===== src/rtl/v_rams_stream_rd_if.sv =====
// Stream bundle carrying RAM words from the read sequencer to the consumer.
// Latency: none, this is a plain set of wires.
// Backpressure: ready from the slave stalls the master's current beat.
interface v_rams_stream_rd_if #(
    parameter int DATA_W = 32
) ();
    logic              valid;
    logic [DATA_W-1:0] data;
    logic              last;
    logic              ready;

    modport master (output valid, output data, output last, input ready);
    modport slave  (input valid, input data, input last, output ready);
endinterface


===== src/rtl/v_rams_stream_rd.sv =====
// Walks a run of consecutive RAM addresses and streams the words out with a last marker.
// Latency: start sampled in cycle 0, first beat valid in cycle 3, done one cycle after the final beat.
// Backpressure: a depth-3 FIFO absorbs stalls; reads stop issuing once occupancy plus in-flight reaches 3.
module v_rams_stream_rd #(
    parameter int ADDR_W = 6,
    parameter int DATA_W = 32
) (
    input  logic                clk,
    input  logic                rst,
    input  logic                start,
    input  logic [ADDR_W-1:0]   base,
    input  logic [ADDR_W:0]     len,
    output logic                busy,
    output logic                done,
    input  logic                host_we,
    input  logic [ADDR_W-1:0]   host_addr,
    input  logic [DATA_W-1:0]   host_din,
    output logic                ram_we,
    output logic [ADDR_W-1:0]   ram_addr,
    output logic [DATA_W-1:0]   ram_din,
    input  logic [DATA_W-1:0]   ram_dout,
    v_rams_stream_rd_if.master  m
);

    typedef enum logic [1:0] {IDLE, RUN, FLUSH} state_t;

    localparam int FIFO_D = 3;
    localparam logic [ADDR_W:0]   BEAT_ONE = {{ADDR_W{1'b0}}, 1'b1};
    localparam logic [ADDR_W-1:0] ADDR_ONE = {{(ADDR_W-1){1'b0}}, 1'b1};

    state_t              state_q, state_d;
    logic [ADDR_W-1:0]   ptr_q;
    logic [ADDR_W-1:0]   last_addr_q;
    logic [ADDR_W:0]     issue_left_q;
    logic [ADDR_W:0]     len_q;
    logic [ADDR_W:0]     beat_q;
    logic                inflight_q;
    logic                done_q;

    logic [DATA_W-1:0]   fifo_mem [FIFO_D];
    logic [1:0]          wr_idx_q, rd_idx_q, count_q;

    logic                issue;
    logic                load;
    logic                done_set;
    logic                push;
    logic                pop;
    logic                head_last;

    // A read issued last cycle always lands in the FIFO this cycle.
    assign push      = inflight_q;
    assign m.valid   = (count_q != 2'd0);
    assign m.data    = fifo_mem[rd_idx_q];
    assign head_last = (beat_q == (len_q - BEAT_ONE));
    assign m.last    = m.valid && head_last;
    assign pop       = m.valid && m.ready;
    assign busy      = (state_q != IDLE);
    assign done      = done_q;

    // State register.
    always_ff @(posedge clk) begin
        if (rst) begin
            state_q <= IDLE;
        end else begin
            state_q <= state_d;
        end
    end

    // Next state, RAM port steering and read-issue decision (registered occupancy only).
    always_comb begin
        state_d  = state_q;
        issue    = 1'b0;
        load     = 1'b0;
        done_set = 1'b0;
        ram_we   = 1'b0;
        ram_addr = last_addr_q;
        ram_din  = '0;
        case (state_q)
            IDLE: begin
                ram_we   = host_we;
                ram_addr = host_addr;
                ram_din  = host_din;
                if (start) begin
                    if (len == '0) begin
                        done_set = 1'b1;
                    end else begin
                        load    = 1'b1;
                        state_d = RUN;
                    end
                end
            end
            RUN: begin
                ram_addr = ptr_q;
                if (({1'b0, count_q} + {2'b00, inflight_q}) <= 3'd2) begin
                    issue = 1'b1;
                    if (issue_left_q == BEAT_ONE) begin
                        state_d = FLUSH;
                    end
                end
            end
            FLUSH: begin
                if (pop && head_last) begin
                    done_set = 1'b1;
                    state_d  = IDLE;
                end
            end
            default: state_d = IDLE;
        endcase
    end

    // Run bookkeeping: read pointer, issues remaining, beats emitted, done pulse.
    always_ff @(posedge clk) begin
        if (rst) begin
            ptr_q        <= '0;
            last_addr_q  <= '0;
            issue_left_q <= '0;
            len_q        <= '0;
            beat_q       <= '0;
            inflight_q   <= 1'b0;
            done_q       <= 1'b0;
        end else begin
            if (load) begin
                ptr_q        <= base;
                issue_left_q <= len;
                len_q        <= len;
                beat_q       <= '0;
            end else begin
                if (issue) begin
                    ptr_q        <= ptr_q + ADDR_ONE;
                    last_addr_q  <= ptr_q;
                    issue_left_q <= issue_left_q - BEAT_ONE;
                end
                if (pop) begin
                    beat_q <= beat_q + BEAT_ONE;
                end
            end
            inflight_q <= issue;
            done_q     <= done_set;
        end
    end

    // Depth-3 output FIFO; storage is cleared so m_data reads zero after reset.
    always_ff @(posedge clk) begin
        if (rst) begin
            wr_idx_q <= 2'd0;
            rd_idx_q <= 2'd0;
            count_q  <= 2'd0;
            for (int i = 0; i < FIFO_D; i++) begin
                fifo_mem[i] <= '0;
            end
        end else begin
            if (push) begin
                fifo_mem[wr_idx_q] <= ram_dout;
                wr_idx_q           <= (wr_idx_q == 2'd2) ? 2'd0 : wr_idx_q + 2'd1;
            end
            if (pop) begin
                rd_idx_q <= (rd_idx_q == 2'd2) ? 2'd0 : rd_idx_q + 2'd1;
            end
            case ({push, pop})
                2'b10:   count_q <= count_q + 2'd1;
                2'b01:   count_q <= count_q - 2'd1;
                default: count_q <= count_q;
            endcase
        end
    end

endmodule


===== src/flat_wrapper.sv =====
// flat-port wrapper written by rule: the top's interface ports become plain ports
module v_rams_stream_rd_flat 
#(
    parameter int ADDR_W = 6,
    parameter int DATA_W = 32
)
  (clk, rst, start, base, len, busy, done, host_we, host_addr, host_din, ram_we, ram_addr, ram_din, ram_dout, m_valid, m_data, m_last, m_ready);
  v_rams_stream_rd_if #(.DATA_W(DATA_W)) m_i ();
  input  logic clk;
  input  logic rst;
  input  logic start;
  input  logic [ADDR_W-1:0] base;
  input  logic [ADDR_W:0] len;
  output logic busy;
  output logic done;
  input  logic host_we;
  input  logic [ADDR_W-1:0] host_addr;
  input  logic [DATA_W-1:0] host_din;
  output logic ram_we;
  output logic [ADDR_W-1:0] ram_addr;
  output logic [DATA_W-1:0] ram_din;
  input  logic [DATA_W-1:0] ram_dout;
  output wire logic [$bits(m_i.valid)-1:0] m_valid;
  output wire logic [$bits(m_i.data)-1:0] m_data;
  output wire logic [$bits(m_i.last)-1:0] m_last;
  input wire logic [$bits(m_i.ready)-1:0] m_ready;
  assign m_valid = m_i.valid;
  assign m_data = m_i.data;
  assign m_last = m_i.last;
  assign m_i.ready = m_ready;
  v_rams_stream_rd #(.ADDR_W(ADDR_W), .DATA_W(DATA_W)) u_core (.clk(clk), .rst(rst), .start(start), .base(base), .len(len), .busy(busy), .done(done), .host_we(host_we), .host_addr(host_addr), .host_din(host_din), .ram_we(ram_we), .ram_addr(ram_addr), .ram_din(ram_din), .ram_dout(ram_dout), .m(m_i));
endmodule

===== config.mk =====
export PLATFORM = sky130hd
export DESIGN_NAME = v_rams_stream_rd_flat
export DESIGN_NICKNAME = d
export VERILOG_FILES = /design/src/rtl/v_rams_stream_rd_if.sv /design/src/rtl/v_rams_stream_rd.sv /design/src/flat_wrapper.sv
export SDC_FILE = /design/constraint.sdc
export NUM_CORES = 1
export LEC_CHECK = 0
export BUFFER_PORTS_ARGS = -buffer_cell sky130_fd_sc_hd__buf_2
export CORE_MARGIN = 5
export CORE_UTILIZATION = 52
export CTS_CLUSTER_SIZE = 24
export DETAILED_ROUTE_END_ITERATION = 8
export GPL_ROUTABILITY_DRIVEN = 0
export PLACE_DENSITY = 0.83
export RECOVER_POWER = 100
export SYNTH_ARGS = -nofsm -noshare
export SYNTH_HDL_FRONTEND = slang
export SYNTH_SLANG_ARGS = --single-unit

===== constraint.sdc =====
create_clock -name clk -period 4.8 [get_ports clk]
set_clock_uncertainty 0.15 [all_clocks]
set_input_delay 0.96 -clock clk [delete_from_list [all_inputs] [get_ports clk]]
set_output_delay 0.96 -clock clk [all_outputs]
set_load 0.03 [all_outputs]

# Word level (Yosys, flattened, before mapping)
# Memories as Yosys holds them, arrays and structs flattened. A register that Yosys moved wholly into a read port is not among the register bits.
# Index checks and enable logic that the tools add are counted.
[word_totals]
reg_bits = 43
ramBits = 96
input_bits = 88
elab_cells = 84
mem_count = 1
[memory_table]
columns = ["name", "depth", "word_bits", "read_ports", "rd_clocked_by_memory_dff", "write_ports", "line", "rtl"]
rows = [
  ["u_core.fifo_mem", 3, 32, 1, 1, 3, "v_rams_stream_rd.sv:40", "logic [DATA_W-1:0] fifo_mem [FIFO_D];"],
]
[op_classes]
add_sub_neg = 9
order_cmp = 1
n_eq_ne = 13
mux = 35
bitwise_logic = 1
n_reduce_logical = 13
[ops]
columns = ["cell", "n"]
rows = [
  ["$mux W32", 2],
  ["$reduce_or A32 Y1", 1],
  ["$mux W2", 10],
  ["$mux W1", 15],
  ["$mux W7", 2],
  ["$sub A7 B1 Y7 const B", 2],
  ["$mux W6", 2],
  ["$pmux W6 S2", 1],
  ["$eq A2 B2 Y1 const B", 4],
  ["$reduce_bool A2 Y1", 4],
  ["$add A7 B1 Y7 const B", 1],
  ["$eq A7 B1 Y1 const B", 1],
  ["$eq A7 B7 Y1", 1],
  ["$logic_not A7 Y1", 1],
  ["$add A2 B1 Y2 const B", 3],
  ["$add A6 B1 Y6 const B", 1],
  ["$ne A2 B1 Y1 const B", 3],
  ["$pmux W2 S3", 1],
  ["$reduce_and A5 Y1", 1],
  ["$eq A2 B1 Y1 const B", 2],
  ["$ne A2 B2 Y1 const B", 2],
  ["$pmux W2 S2", 1],
  ["$add A2 B1 Y3", 1],
  ["$le A3 B2 Y1 const B", 1],
  ["7 further kinds", 9],
]

# Depth between registers and ports, before layout
# Gate-level depths: netlist of the first run.
[depth]
word_depth = 6
depth_mapped = 9

# Worst setup path after synthesis of the first run
# OpenSTA, ideal clock, no wires.
[synth_timing]
path_kind = "reg2out"
from = "reg u_core.len_q[0]"
to = "out m_last"
t_arrival_ps = 1970
required_time_ps = 3690
slack_ps = 1720
stages_incl_launch_ff = 8
path_buffers = 0
path_cell_list = "dfxtp_1 > inv_1 > ha_1 > nor3b_1 > xnor2_1 > nand4_2 > a2111o_1 > nor2b_1"
[synth_via]
elab_chain_len = 3
[synth_rtl]
columns = ["element", "line", "rtl"]
rows = [
  ["start, declared", "v_rams_stream_rd.sv:35", "logic [ADDR_W:0] len_q;"],
  ["start signal, assigned", "v_rams_stream_rd.sv:125", "len_q <= len;"],
  ["$sub A7 B1 Y7", "v_rams_stream_rd.sv:54", "assign head_last = (beat_q == (len_q - BEAT_ONE));"],
  ["$eq A7 B7 Y1", "v_rams_stream_rd.sv:54", ""],
  ["$logic_and A1 B1 Y1", "v_rams_stream_rd.sv:55", "assign m.last = m.valid && head_last;"],
  ["end, declared", "flat_wrapper.sv:25", "output wire logic [$bits(m_i.last)-1:0] m_last;"],
]
# Every way passes these cells.

==> results.txt, run 1 <==
----------------------------------------------------
[Clock network]
  Total CTS buffers ... 17
  CTS tree ... done
  Clk slew on worst S/H paths ... roughly 60 ps
  Clock latency on the worst-skew pair ... 420 ps
  # hold bufs at CTS ... 0
  Setup bufs post-CTS ... 0
  Buffer type at the clock tree root ... clkbuf_16
  Sinks on the clock net ... between 150 and 200
  Maximum level of the CTS H-tree ... 4
  Number of buffers between clock root and the deepest sink ... 2
  Post_cts resized ... 0

[Logic synthesis]
  Seq cells post-synth ... approximately 170
  Synthesized area per cell ... 12.99 µm²
  Synthesized-area fraction occupied by adder cells ... under 10%
  Proportion of register bits with asynchronous set or reset after synthesis ... 0%
  Dominant combinational cell family by area after synthesis ... simple AND/OR/NAND/NOR gates
  Cell type contributing the most total cell area after synthesis ... edfxtp_1
  Sequential fraction of the synthesis area ... 60.66%
  Area fraction of the dominant cell type after synthesis ... 49.14%
  Main synth FF type ... edfxtp_1
  Synthesized netlist cell count ... 602
  Synthesized cell area ... 7821 µm²
  YS warnings ... 0
  Number of synthesized flops with an enable pin ... 128
  Parity-gate share of the synthesized area counting xor and xnor cells ... around 2.3%
  Cell types with the largest area share after synthesis ... edfxtp_1 (49%), dfxtp_1 (12%), and2_1 (10%), mux4_2 (9.2%), nand2_1 (2.3%)
  Count of cell types in the netlist ... 58
  Basic-gate share of the synthesized area counting and, or, nand and nor cells ... between 10% and 20%
  Synth Net Count ... 699
  Fraction of the mapped netlist area in compound gates ... 5.247%
  Proportion of synthesized area in mux cells ... about a tenth

[Floorplanning]
  Floorplan row count ... 44
  Floorplan Core Area ... ~15,000 µm²
  Die Area ... around 18,000 µm²
  Overall die height ... ~130 µm
  Number of top-level design ports ... 163
  Initial core utilization ... a little over half
  Die span in x ... ~130 µm

[Worst setup path]
  Critical Path Fanout Max ... between 40 and 50
  Startpoint types ... input port
  Worst setup path class ... in -> reg
  Critical path data arrival time ... between 3000 and 4000 ps
  Source of the worst register-to-register timing path ... u_core.state_q[0]
  Critical path required time ... approximately 4700 ps
  Minimum setup slack among reg-to-reg paths ... ~1500 ps
  Cell depth of the worst flop-to-flop path ... 4
  Endpoint kind of the worst setup timing path ... register
  Destination of the worst register-to-register timing path ... u_core.issue_left_q[3]

[STA]
  Least-Margin Pin Slew ... around 1800 ps
  Max-Slew Margin vs Limit ... -21.39%
  Setup repair after global routing missed its margin ... no
  Final setup violating endpoints ... 0
  Post-route worst hold slack ... 307.0 ps
  Total negative slack for setup checks ... 0 ps
  Max-slew violation total from the final report ... 180
  Clock period minus final worst setup slack ... 3899 ps
  Share of the cycle needed by the critical path after routing ... between 80% and 90%
  Fin. Hold Viols ... 0
  Fmax achieved ... between 200 and 300 MHz

[Final layout]
  Number of antenna repair diodes ... 0
  Utilization after layout ... a little over three fifths
  Fillers ... 1,136
  Commonest cells after routing, fill and taps aside ... edfxtp_1 (128), clkbuf_1 (89), and2_0 (85)
  Final Instance Area ... roughly 9000 µm²
  Share of cells above drive strength 1 ... between 10% and 20%
  Nets ... 853
  Growth of design area from synthesis to finish ... 17.36%
  Most common cell after layout, fill and taps aside ... edfxtp_1

[Worst hold path]
  Terminating pin of the worst hold path ... u_core.last_addr_q[5]
  Worst hold start ... u_core.last_addr_q[5]
  Cell depth of the worst min-delay path ... 2
  Class of the worst hold path ... reg -> reg

[Drt]
  Via total after detailed routing ... around 5,300
  Initial detailed-routing violation count ... 350
  Initial DRT Pass Iterations ... 5
  Routed len/inst ... 18.33 µm
  DR vias/cell ... between 5 and 6
  Number of nets still failing antenna checks after routing ... 0
  Number of remaining DRC errors ... 0
  Final wirelength ... around 17 mm

[Global routing]
  Vias in the first global route ... between 5,000 and 6,000
  Pin count of the biggest net entering global routing ... 44
  Grt total ovfl ... 0
  Global-route wire length before repair ... 28.25 mm
  Gr usage total ... roughly 20%
  Initial antenna violation count ... 0

[Power and ir drop]
  LEAKAGE ... 3.295 nW
  Cell Pwr Density ... around 430 nW/µm²
  Peak ir drop on the vdd network ... roughly 0.26 mV

[Run]
  Reported max-cap violation count ... 5

[Run status]
  Violated checks ... capacitance limit, slew limit
  Run status ... finished, violations left

[Placement]
  Area post-placement ... between 8000 and 9000 µm²
  Port Buf Inserts ... 162
  DP Wirelength ... 11.91 mm

----------------------------------------------------
## worst max-delay path, cell delays in order
cell and delay (ps):
clkbuf_1 660, nor4_2 360, clkbuf_1 970, or2_2 810
## logic make-up after synthesis
kind of cell             after synthesis
buffers and inverters                 41
AND/OR/NAND/NOR                      254
AO/OA/AOI/OAI                         69
flip-flops                           173
adder cells (fa/ha/maj)                9
multiplexers                          38
XOR/XNOR                              18
## power by group
group          total (mW)  switching [mW]  leakage [nW]  internal (mW)
Sequential           1.78          0.0932          1.65           1.69
Clock                1.28           0.563         0.259          0.713
Combinational       0.843           0.545          1.39          0.299
Total                3.90            1.20          3.29           2.70
## final cells by class
class,instances,area (µm²),share of cell area (%)
sequential,173,4746,51.70
multi-input combinational,388,2893,31.52
timing repair buffer,166,723.2,7.879
clock buffer,18,429.2,4.676
tap,184,230.2,2.508
clock inverter,14,120.1,1.309
inverter,10,37.54,0.4089
## state kept, by name (all words and copies together), names as in the netlist, named ones only
name and count:
u_core.done 1, u_core.len_q 7, u_core.wr_idx_q 2, u_core.count_q 2
u_core.issue_left_q 7, u_core.state_q 2, u_core.inflight_q 1, u_core.fifo_mem 128
u_core.rd_idx_q 2, u_core.last_addr_q 6, u_core.beat_q 7, u_core.ptr_q 6
## layer usage
metal / wire length, µm / up-vias / GRT usage, %
li1: - / 2486 / -
met1: 6919 / 2572 / 24.80
met2: 8950 / 248 / 35.54
met3: 1268 / 29 / 5.163
met4: 327 / 0 / 6.351
met5: 0 / - / 0
## synth_stat cells, types with 6 or more instances
cell type,number
buf_2,6
edfxtp_1,128
clkbuf_1,20
and2_1,131
nand2_1,47
mux4_2,32
a21oi_1,29
o21ai_0,14
nand3_1,9
nor2_1,27
inv_1,9
ha_1,9
nor3_1,6
mux2i_1,6
dfxtp_1,45
xor2_1,11
## per-stage QoR
stage | total power, mW | worst slack (ps) | cells
3_5_place_dp | 2.693 | 1638 | 921
2_1_floorplan | 2.441 | 1720 | 602
6_report | 3.903 | 901.1 | 953
4_1_cts | 3.957 | 1241 | 953
5_1_grt | 4.082 | 572.2 | 953
3_3_place_gp | 2.666 | 1699 | 921
## how the worst max path moves through the flow
stage,startpoint,to,slack [ps],cells past startpoint
after floorplan,u_core.len_q[0],m_last,1720,7
after global placement,rst,u_core.fifo_mem[0][17],1700,4
after detailed placement,rst,u_core.fifo_mem[0][17],1640,4
after CTS,u_core.len_q[0],m_last,1240,8
after global routing,rst,u_core.fifo_mem[0][17],570,4
final,rst,u_core.fifo_mem[0][29],900,4
No activity file was read; power rests on OpenSTA's default activity.
==> run 2: changes to the inputs <==
- clock period: 4.8 -> 3.6 ns (I/O delays scaled with it)
==> run 2 against run 1 <==
Against the previous run:
- the run still ends with capacitance limit, slew limit left
- flip-flop and latch count unchanged
- global-route usage increased by 0.078 points
- die area unchanged
- sequential power increased by 33%
- hold slack better by 7.6 ps
- core utilization grew 0.27 points
- sequential share of layout area decreased by 0.21 points
- final cell count rose by 0.42%
- clock-buffer cell count grew 8
- worst setup slack worse by 620 ps
- non-clock buffer count up 4
- critical path type is now reg -> out
- highest routed layer unchanged
==> results.txt, run 2 (synthesis gave the netlist of run 1 again) <==
----------------------------------------------------
[Final layout]
  Commonest cells after routing, fill and taps aside ... edfxtp_1 (128), clkbuf_1 (91), buf_2 (72)
  Fillers ... approximately 1,100
  Max reg flops ... around 130
  Number of antenna repair diodes ... 0
  Most common cell after layout, fill and taps aside ... edfxtp_1
  Share of cells above drive strength 1 ... 20.31%
  Growth of design area from synthesis to finish ... 17.87%
  Largest reg by FF count ... u_core.fifo_mem
  Utilization after layout ... a little over three fifths
  Nets ... around 860
  Final Instance Area ... slightly above 9000 µm²
  Post-route non-filler standard cell count ... between 900 and 1,000

[Power and ir drop]
  Peak ir drop on the vdd network ... about 0.38 mV
  LEAKAGE ... between 3 and 4 nW
  Cell Pwr Density ... between 500 and 600 nW/µm²
  Final Total Pwr ... approximately 5.3 mW

[Placement]
  Dpl cells ... 925
  Port Buf Inserts ... approximately 160
  Area post-placement ... 8807 µm²
  DP Wirelength ... between 10 and 15 mm
  Dpl ws ... ~750 ps

[Clock network]
  Number of buffers between clock root and the deepest sink ... 2
  Sinks on the clock net ... between 150 and 200
  # hold bufs at CTS ... 0
  Total CTS buffers ... 17
  Post_cts resized ... 0
  Clock latency on the worst-skew pair ... 410 ps
  Maximum level of the CTS H-tree ... 4
  CTS tree ... done
  Buffer type at the clock tree root ... clkbuf_16
  Setup bufs post-CTS ... 0
  Clk slew on worst S/H paths ... approximately 60 ps

[Worst setup path]
  Critical Path Fanout Max ... 5
  Endpoint kind of the worst setup timing path ... output pin
  Critical path data arrival time ... between 2000 and 2500 ps
  Startpoint types ... register
  Critical path required time ... 2730 ps
  Worst setup path class ... reg -> out

[Floorplanning]
  Floorplan row count ... 44
  Overall die height ... around 130 µm
  Die span in x ... 132.6 µm
  Initial core utilization ... about 53%
  Number of top-level design ports ... about 160
  Floorplan Core Area ... around 15,000 µm²
  Die Area ... about 18,000 µm²

[STA]
  Max-Slew Margin vs Limit ... -20.73%
  Fin. Hold Viols ... 0
  Post-route worst hold slack ... roughly 310 ps
  PnR worst setup slack ... approximately 280 ps
  Fmax achieved ... approximately 300 MHz
  Least-Margin Pin Slew ... between 1500 and 2000 ps
  Clock period minus final worst setup slack ... 3320 ps
  Final setup violating endpoints ... 0
  Max-slew violation total from the final report ... 44
  Share of the cycle needed by the critical path after routing ... between 90% and 100%
  Total negative slack for setup checks ... 0 ps
  Setup repair after global routing missed its margin ... no

[Run status]
  Violated checks ... capacitance limit, slew limit
  Run status ... finished, violations left

[Global routing]
  Grt total ovfl ... 0
  Vias in the first global route ... between 5,000 and 6,000
  Initial antenna violation count ... 0
  Pin count of the biggest net entering global routing ... 44
  Gr usage total ... between 20% and 30%
  Global-route wire length before repair ... approximately 28 mm

[Drt]
  Initial detailed-routing violation count ... ~380
  Number of nets still failing antenna checks after routing ... 0
  Number of remaining DRC errors ... 0
  Via total after detailed routing ... 5,304
  Final wirelength ... about 17 mm
  DR vias/cell ... between 5 and 6
  Routed len/inst ... approximately 18 µm
  Initial DRT Pass Iterations ... 5

[Worst hold path]
  Class of the worst hold path ... reg -> reg

[Run]
  Reported max-cap violation count ... 1

----------------------------------------------------
==> run 2: changes by cell type in the layout (fill, tap and decap cells not counted), sizes merged <==
cell and change:
bufinv +1, inv -2, buf -6, clkinvlp -4
clkinv -3, clkbuf +18
==> run 2: final cells by class <==
class / count / area (µm²) / area share [%]
tap: 184 / 230.2 / 2.497
sequential: 173 / 4747 / 51.49
clock buffer: 26 / 479.2 / 5.198
inverter: 10 / 37.54 / 0.4072
clock inverter: 6 / 87.58 / 0.9501
timing repair buffer: 170 / 748.2 / 8.116
multi-input combinational: 388 / 2889 / 31.34
==> run 2: path summary, 6_finish.rpt <==
| check | start | end | slack (ps) | cells past startpoint |
|---|---|---|---|---|
| worst max-delay path | u_core.len_q[0] | m_last | 280 | 8 |
| worst min register to register | u_core.last_addr_q[4] | u_core.last_addr_q[4] | 310 | 2 |
| worst min-delay path | u_core.last_addr_q[4] | u_core.last_addr_q[4] | 310 | 2 |
| worst max register to register | u_core.state_q[1] | u_core.issue_left_q[3] | 650 | 5 |
==> run 2: critical path, stage by stage, from the launching register on <==
cell      delay [ps]
dfxtp_1          420
inv_1             80
ha_1             270
xnor3_1          220
and3_1           160
o21ai_1           70
a2111o_1         480
nor2b_1          130
clkbuf_2         210
==> run 2: report_power, final <==
group | total [mW] | internal [mW] | switching, mW | leakage, nW
Sequential | 2.37 | 2.25 | 0.114 | 1.65
Combinational | 1.15 | 0.400 | 0.748 | 1.44
Clock | 1.76 | 1.06 | 0.697 | 0.276
Total | 5.27 | 3.71 | 1.56 | 3.37
==> run 2: routing by layer <==
metal	GRT usage, %	up-vias	part of all wire [%]
met5	0	-	0
met1	24.46	2523	39
met4	7.621	0	2.4
met2	35.54	264	51
met3	5.201	28	7.7
li1	-	2489	-
==> run 3: changes to the inputs <==
- CORE_UTILIZATION: 52 -> 35
- PLACE_DENSITY: 0.83 -> 0.62
==> run 3 against run 2 <==
Against the previous run:
- the flow still finishes with violations (capacitance limit, slew limit)
- combinational power is essentially flat
- clock power is essentially flat
- total power shrank 0.32%
- wire length shrank 0.26%
- die area grew 45%
- fmax grew 0.41%
- critical path type unchanged
- largest power group unchanged
==> results.txt, run 3 (synthesis gave the netlist of run 1 again) <==
----------------------------------------------------
[Run status]
  Run status ... finished, violations left
  Violated checks ... capacitance limit, slew limit

[Global routing]
  Pin count of the biggest net entering global routing ... 39
  Gr usage total ... approximately 14%
  Vias in the first global route ... between 5,000 and 6,000
  Met3 usage ... approximately 4.1%
  Global-route wire length before repair ... slightly below 30 mm
  Met2 Resource Use GR ... 22.87%
  Initial antenna violation count ... 0
  GR peak layer ... met2
  Global routing met1 resource utilization ... approximately a fifth
  Grt total ovfl ... 0

[STA]
  Setup repair after global routing missed its margin ... no
  Final setup violating endpoints ... 0
  Post-route worst hold slack ... about 310 ps
  Max-slew violation total from the final report ... 198
  Max-Slew Margin vs Limit ... -17.89%
  Fmax achieved ... a little over 300 MHz
  Total negative slack for setup checks ... 0 ps
  Share of the cycle needed by the critical path after routing ... about nine tenths
  Least-Margin Pin Slew ... 1768 ps
  Clock period minus final worst setup slack ... approximately 3300 ps
  PnR worst setup slack ... 293.8 ps
  Fin. Hold Viols ... 0

[Clock network]
  Post_cts resized ... 0
  Number of buffers between clock root and the deepest sink ... 2
  CTS tree ... done
  Setup bufs post-CTS ... 0
  Maximum level of the CTS H-tree ... 4
  Total CTS buffers ... 17
  Clock latency on the worst-skew pair ... ~420 ps
  Clk slew on worst S/H paths ... ~70 ps
  # hold bufs at CTS ... 0
  Buffer type at the clock tree root ... clkbuf_16
  Sinks on the clock net ... approximately 170

[Floorplanning]
  Overall die height ... 159.5 µm
  Floorplan row count ... 54
  Die Area ... around 25,000 µm²
  Number of top-level design ports ... around 160
  Floorplan Core Area ... ~22,000 µm²
  Die span in x ... 159.5 µm
  Initial core utilization ... between 30% and 40%

[Final layout]
  Nets ... 861
  Share of cells above drive strength 1 ... about a fifth
  Commonest cells after routing, fill and taps aside ... edfxtp_1 (128), clkbuf_1 (99), and2_0 (67), buf_2 (67), and2_1 (64)
  Most common cell after layout, fill and taps aside ... edfxtp_1
  Number of antenna repair diodes ... 0
  Fillers ... between 2,000 and 2,500
  Largest reg by FF count ... u_core.fifo_mem
  Max reg flops ... approximately 130
  Growth of design area from synthesis to finish ... 19.42%

[Worst setup path]
  Critical path, cell by cell ... inv_1, ha_1, xnor3_1, and3_1, o21ai_1, a2111o_1, nor2b_1, clkbuf_2
  Slowest CP cell ... a2111o_1
  Startpoint types ... register
  Critical path data arrival time ... approximately 2400 ps
  Endpoint kind of the worst setup timing path ... output pin
  Critical path required time ... roughly 2700 ps
  Critical Path Fanout Max ... 5
  Worst setup path class ... reg -> out
  Maximum single-stage delay on the critical path ... roughly 490 ps

[Placement]
  Dpl ws ... roughly 750 ps
  DP Wirelength ... 11.52 mm
  Port Buf Inserts ... between 150 and 200

[Drt]
  Initial detailed-routing violation count ... 311
  DR vias/cell ... 4.817
  Number of remaining DRC errors ... 0
  Final wirelength ... roughly 17 mm
  Via total after detailed routing ... a little over 5,000
  Initial DRT Pass Iterations ... 4
  Routed len/inst ... about 16 µm
  Number of nets still failing antenna checks after routing ... 0

[Power and ir drop]
  Peak ir drop on the vdd network ... around 0.27 mV
  LEAKAGE ... roughly 3.3 nW
  Cell Pwr Density ... roughly 560 nW/µm²

[Run]
  Reported max-cap violation count ... 7

[Worst hold path]
  Class of the worst hold path ... reg -> reg

----------------------------------------------------
## run 3: critical path: cells and delay by family, from the launching register on
| family | cells | cell delay, ps |
|---|---|---|
| AND/OR/NAND/NOR | 2 | 280 |
| XOR/XNOR | 1 | 210 |
| AO/OA/AOI/OAI | 2 | 560 |
| adder cells (fa/ha/maj) | 1 | 260 |
| buffers and inverters | 2 | 280 |
| flip-flops | 1 | 410 |
## run 3: layout make-up
type                            instances  area (µm²)  area share [%]
Clock inverter                         15       136.4           1.460
Multi-Input combinational cell        388        2885           30.89
Clock buffer                           17       425.4           4.555
Tap cell                              280       350.3           3.751
Timing Repair Buffer                  174       759.5           8.131
Inverter                               10       37.54          0.4019
Sequential cell                       173        4746           50.81
## run 3: report_power, final
| group | total [mW] | switching [mW] | internal (mW) |
|---|---|---|---|
| Clock | 1.75 | 0.786 | 0.963 |
| Sequential | 2.34 | 0.0847 | 2.25 |
| Combinational | 1.17 | 0.770 | 0.400 |
## run 3: per-layer routing
layer	wire, µm	up-vias
li1	-	2503
met1	7681	2397
met2	8410	178
met3	1156	14
met4	158	0
met5	0	-
## run 3: worst paths after layout
kind                              start                     end  slack [ps]  cells after the start
setup / recovery        u_core.len_q[0]                  m_last         290                      8
hold / removal    u_core.last_addr_q[4]   u_core.last_addr_q[4]         310                      2
setup reg to reg      u_core.inflight_q  u_core.fifo_mem[0][28]         530                      4
hold reg to reg   u_core.last_addr_q[4]   u_core.last_addr_q[4]         310                      2
## run 3: per-stage QoR
step	utilization [%]	cell area, µm²	power [mW]	cells
finish	42.67	9340	5.257	1057
global route	42.67	9340	5.519	1057
CTS	43.53	9529	5.381	1057
detailed placement	40.96	8967	3.630	1025
global placement	40.96	8967	3.624	1025
floorplan	-	7821	3.255	602
